$ cat src/rtl/uart_pkg.sv
// Shared types and defaults for the UART command assembler.
package uart_pkg;

    // Assembler states: no bytes held / partial command / complete command held.
    typedef enum logic [1:0] {
        IDLE    = 2'd0,
        COLLECT = 2'd1,
        FULL    = 2'd2
    } asm_state_t;

    // Roughly four byte times at 19200 baud from a 50 MHz clock.
    localparam int DEF_TIMEOUT_CLKS = 104160;
    localparam int DEF_NUM_BYTES    = 2;

endpackage

$ cat src/rtl/uart_byte_timer.sv
// Inter-byte idle timer: counts enabled cycles, saturates at the expiry value,
// and flags expiry while the count sits at TIMEOUT_CLKS-1.
module uart_byte_timer
    import uart_pkg::*;
#(
    parameter int TIMEOUT_CLKS = DEF_TIMEOUT_CLKS
) (
    input  logic clk,
    input  logic rst_n,
    input  logic i_clr,
    input  logic i_en,
    output logic o_expire
);

    localparam int            TW   = $clog2(TIMEOUT_CLKS);
    localparam logic [TW-1:0] LAST = TW'(TIMEOUT_CLKS - 1);

    logic [TW-1:0] r_tmr;

    // Clear has priority; counting stops at the expiry value.
    always_ff @(posedge clk or negedge rst_n) begin
        if (!rst_n) begin
            r_tmr <= '0;
        end else if (i_clr) begin
            r_tmr <= '0;
        end else if (i_en && (r_tmr != LAST)) begin
            r_tmr <= r_tmr + TW'(1);
        end
    end

    assign o_expire = (r_tmr == LAST);

endmodule

$ cat src/rtl/uart_cmd_assembler.sv
// Collects NUM_BYTES received bytes MSB-first into one command word and hands it
// to the decoder with a level/acknowledge handshake. Partial commands are dropped
// after an inter-byte timeout; bytes the receiver loses while a command is held
// raise a sticky overrun flag.
module uart_cmd_assembler
    import uart_pkg::*;
#(
    parameter int NUM_BYTES    = DEF_NUM_BYTES,
    parameter int TIMEOUT_CLKS = DEF_TIMEOUT_CLKS
) (
    input  logic                   clk,
    input  logic                   rst_n,
    input  logic [7:0]             rx_data,
    input  logic                   rx_rdy,
    output logic                   clr_rx_rdy,
    output logic [8*NUM_BYTES-1:0] cmd,
    output logic                   cmd_rdy,
    input  logic                   clr_cmd_rdy,
    output logic                   timeout_err,
    output logic                   overrun
);

    localparam int            CMD_W     = 8 * NUM_BYTES;
    localparam int            CW        = $clog2(NUM_BYTES + 1);
    localparam logic [CW-1:0] LAST_BYTE = CW'(NUM_BYTES - 1);

    asm_state_t     r_state;
    asm_state_t     w_state_nxt;
    logic [CW-1:0]  r_byte_cnt;
    logic [CMD_W-1:0] r_cmd;
    logic [CMD_W-1:0] w_cmd_shift;
    logic           r_overrun;
    logic           r_rx_rdy_q;
    logic           r_clr_q;
    logic           w_accept;
    logic           w_timeout;
    logic           w_release;
    logic           w_last;
    logic           w_expire;
    logic           w_drop;
    logic           w_tmr_clr;
    logic           w_tmr_en;

    assign w_last      = (r_byte_cnt == LAST_BYTE);
    assign w_cmd_shift = (r_cmd << 8) | CMD_W'(rx_data);

    // State register.
    always_ff @(posedge clk or negedge rst_n) begin
        if (!rst_n) begin
            r_state <= IDLE;
        end else begin
            r_state <= w_state_nxt;
        end
    end

    // Next state and handshake decode; an accepted byte beats a same-cycle timeout,
    // and a release in FULL beats a pending byte (taken the cycle after).
    always_comb begin
        w_state_nxt = r_state;
        w_accept    = 1'b0;
        w_timeout   = 1'b0;
        w_release   = 1'b0;
        case (r_state)
            IDLE: begin
                if (rx_rdy) begin
                    w_accept    = 1'b1;
                    w_state_nxt = w_last ? FULL : COLLECT;
                end
            end
            COLLECT: begin
                if (rx_rdy) begin
                    w_accept    = 1'b1;
                    w_state_nxt = w_last ? FULL : COLLECT;
                end else if (w_expire) begin
                    w_timeout   = 1'b1;
                    w_state_nxt = IDLE;
                end
            end
            FULL: begin
                if (clr_cmd_rdy) begin
                    w_release   = 1'b1;
                    w_state_nxt = IDLE;
                end
            end
            default: w_state_nxt = IDLE;
        endcase
    end

    // Shift register and byte counter; a timeout wipes the partial word.
    always_ff @(posedge clk or negedge rst_n) begin
        if (!rst_n) begin
            r_cmd      <= '0;
            r_byte_cnt <= '0;
        end else if (w_accept) begin
            r_cmd      <= w_cmd_shift;
            r_byte_cnt <= w_last ? '0 : r_byte_cnt + CW'(1);
        end else if (w_timeout || w_release) begin
            r_byte_cnt <= '0;
            if (w_timeout) begin
                r_cmd <= '0;
            end
        end
    end

    // Lost-byte detect: receiver dropped rdy without our consume pulse last cycle.
    assign w_drop = r_rx_rdy_q & ~rx_rdy & ~r_clr_q;

    // Overrun flag is sticky until the held command is released.
    always_ff @(posedge clk or negedge rst_n) begin
        if (!rst_n) begin
            r_rx_rdy_q <= 1'b0;
            r_clr_q    <= 1'b0;
            r_overrun  <= 1'b0;
        end else begin
            r_rx_rdy_q <= rx_rdy;
            r_clr_q    <= w_accept;
            if (w_release) begin
                r_overrun <= 1'b0;
            end else if (w_drop) begin
                r_overrun <= 1'b1;
            end
        end
    end

    // Timer only runs while a partial command waits for its next byte.
    assign w_tmr_clr = (r_state != COLLECT) | w_accept | w_timeout;
    assign w_tmr_en  = (r_state == COLLECT) & ~w_accept;

    uart_byte_timer #(
        .TIMEOUT_CLKS (TIMEOUT_CLKS)
    ) u_timer (
        .clk      (clk),
        .rst_n    (rst_n),
        .i_clr    (w_tmr_clr),
        .i_en     (w_tmr_en),
        .o_expire (w_expire)
    );

    assign clr_rx_rdy  = w_accept & rst_n;
    assign cmd         = r_cmd;
    assign cmd_rdy     = (r_state == FULL);
    assign timeout_err = w_timeout;
    assign overrun     = r_overrun;

endmodule

$ cat config.mk
export PLATFORM = sky130hd
export DESIGN_NAME = uart_cmd_assembler
export DESIGN_NICKNAME = d
export VERILOG_FILES = /design/src/rtl/uart_pkg.sv /design/src/rtl/uart_byte_timer.sv /design/src/rtl/uart_cmd_assembler.sv
export SDC_FILE = /design/constraint.sdc
export NUM_CORES = 1
export LEC_CHECK = 0
export CORE_UTILIZATION = 50
export CTS_BUF_LIST = sky130_fd_sc_hd__clkbuf_4 sky130_fd_sc_hd__clkbuf_8
export CTS_CLUSTER_SIZE = 8
export DETAILED_ROUTE_END_ITERATION = 7
export DONT_BUFFER_PORTS = 1
export HOLD_SLACK_MARGIN = 0.08
export PLACE_DENSITY = 0.73
export SYNTH_ARGS = -nofsm -noshare
export SYNTH_HDL_FRONTEND = slang
export SYNTH_SLANG_ARGS = --single-unit
$ cat constraint.sdc
create_clock -name clk -period 5.1 [get_ports clk]
set_clock_uncertainty 0.05 [all_clocks]
set_input_delay 1.53 -clock clk [delete_from_list [all_inputs] [get_ports clk]]
set_output_delay 1.53 -clock clk [all_outputs]
set_load 0.03 [all_outputs]
==> summary.txt <==
outcome: finished, final reports clean
met2 Resource Use GR: 30.8%
relative slew slack: 20.0%
Yosys top cell area share: 53.9%
Final min period: 3820 ps
# rows: 21
DR DRC count: 0
Static Leak: 0.808 nW
GP Congestion: 0.906
Pre-antenna DRT Iters: 4
Initial Util: 54.0%
critical path buffer and inverter count: 2
Overflow after GRT: 0
Max IR drop VDD: 0.389 mV
P per Cell Area: 509 nW/um2
post-layout util: 59.0%
startpoint class of the critical path: input port
synthesized instance count: 187
Die Area: 3960 um2
Die Y: 63.0 um
Top delay family on crit path: buffers and inverters
critical path's largest stage delay: 280 ps
io pins: 32
# diodes: 0
Antenna Nets Post-Route: 0
crit path kind: input port to primary output
Gate power share: 16.8%
WP data required: 3520 ps
grt met3 use: 5.29%
Worst-Skew Late Latency: 280 ps
CTS tree: built
clk root buf: clkbuf_8
All-Layer GR Usage: 19.5%
worst path cell trace: nand2b_1, buf_4, clkinv_1, and2_1
worst-path maximum fanout: 22
Seq/Total Area, Yosys: 53.9%
cts bufs inserted: 5
part of the power in registers: 56.4%
share of layout cells above drive strength 1: 14.1%
Wirelength per Cell: 14.4 um
post-synthesis register bit count: 40
cts hold-fix bufs: 0
via count: 1331
buffer count from post-CTS setup fixing: 0
Max Clk Rate: 262 MHz
Post-DP HPWL: 2400 um
filler cell count: 295
count of cell types in the netlist: 36
commonest non-fill, non-tap cell in the layout: dfrtp_1
port buffer count: 0
Final TNS setup: 0 ps
CTS Buffer Depth: 2
max-slew violation count: 0
clock-pin slew on the worst setup and hold paths: 70 ps
Final Hold Fails: 0
Synth warnings: 0
Power, Total: 1.03 mW
area grow syn2layout: 9.23%
met1 GRT Util: 24.3%
Period Utilization, post-route: 74.9%
Core ar.: 3440 um2
post-cts repair resize count: 0
Post-Syn Nets: 200
vias in the first global route: 1350
switching pwr: 0.401 mW
Layout Nets: 204
Worst Setup End Kind: primary output
CTS Sinks: 40
synthesized area: 1860 um2
worst slew pin tran: 1190 ps
Switching Fraction: 38.8%
initial antenna violation count: 0
power share of the clock group: 26.8%
RSZ-0062 raised after global routing: no
pin count of the biggest net entering global routing: 42
Yosys top cell by area: dfrtp_1
first-pass GRT wire length: 5940 um
layer with the highest usage: met2
Routed WL: 3430 um
ranking of synthesized cells by area: dfrtp_1, nand2_1, xnor2_1
die outline width: 63.0 um
P_int: 0.632 mW
worst path arrival time: 2240 ps
Synth Area per Inst: 9.94 um2
most frequent cells in the layout: dfrtp_1, nand2_1, nor2_1
# setup viols final: 0
H-tree depth: 2
post-DR vias/cell: 5.59
Worst Hold Class: register to register
MaxCap Viol Count: 0
Initial DRC Count: 56
slowest stage cell, crit path: and2_1
-- metrics by stage --
stage / hold slack [ps] / worst slack [ps] / cells / cell area, um2
floorplan: 420 / 1070 / 187 / 1860
global placement: 435 / 1330 / 230 / 1900
detailed placement: 464 / 1300 / 230 / 1900
CTS: 483 / 1280 / 238 / 2030
global route: 530 / 1210 / 238 / 2030
finish: 486 / 1280 / 238 / 2030
-- cell usage after synthesis (all sizes together) --
cell type	instances
xnor2	12
nand3	9
nor3b	1
and2	1
nor3	3
o21a	1
buf	5
ha	1
nand2	40
a21oi	1
dfrtp	40
nor2b	2
o22ai	1
or4	4
inv	4
clkinv	1
nand2b	3
nand4	4
nand4b	1
o21bai	1
or4b	1
clkbuf	1
o21ai	18
a22o	1
nor4	8
o31ai	1
nor2	20
xor2	2
-- worst register-to-register path, delay by kind of cell, from the launching register on --
kind | cells | cell delay [ps]
AOI/OAI and AO/OA | 1 | 240
DFF | 1 | 420
and+or+nand+nor | 3 | 1820
-- registers in the layout, indices dropped and copies added, names as in the netlist --
name,cells
cmd,16
overrun,1
r_byte_cnt,2
r_clr_q,1
r_rx_rdy_q,1
r_state,2
u_timer.r_tmr,17
-- path summary, 6_finish.rpt --
path,startpoint,to,slack [ps],cells past startpoint
max,rx_rdy,clr_rx_rdy,1280,4
max reg2reg,u_timer.r_tmr[2],cmd[1],2390,4
min in group asynchronous,rst_n,overrun,880,0
max in group asynchronous,rst_n,u_timer.r_tmr[6],4030,0
min,r_byte_cnt[1],r_byte_cnt[1],490,2
min reg2reg,r_byte_cnt[1],r_byte_cnt[1],490,2
-- layout make-up --
class	count	area, um2	share of cell area, %
flip-flops and latches	40	1000	49.3
multi-input cells	136	803	39.6
clock buffers	7	96.3	4.75
well taps	46	57.6	2.84
clock inverters	1	30.0	1.48
repair buffers	3	22.5	1.11
inverters	5	18.8	0.925
-- power groups by stage --
stage	combinational, mW	clock, mW	sequential, mW
after CTS	0.176	0.280	0.585
after global routing	0.196	0.293	0.594
after global placement	0.163	0	0.587
final	0.174	0.276	0.582
after floorplan	0.146	0	0.570
after detailed placement	0.177	0	0.589
-- layer usage --
layer | up-vias | wire length [um]
met2 | 35 | 1600
li1 | 651 | -
met5 | - | 0
met4 | 0 | 57
met1 | 640 | 1580
met3 | 5 | 190
-- cell families after synthesis --
| family | count (synthesis) | synth area share [%] |
|---|---|---|
| AOI/OAI and AO/OA | 24 | 9.90 |
| xor gates and xnor gates | 14 | 6.60 |
| adders and majority gates | 1 | 0.673 |
| buffers and inverters | 11 | 2.89 |
| DFF | 40 | 53.9 |
| and+or+nand+nor | 97 | 26.1 |
(Power assumes the default switching activity.)
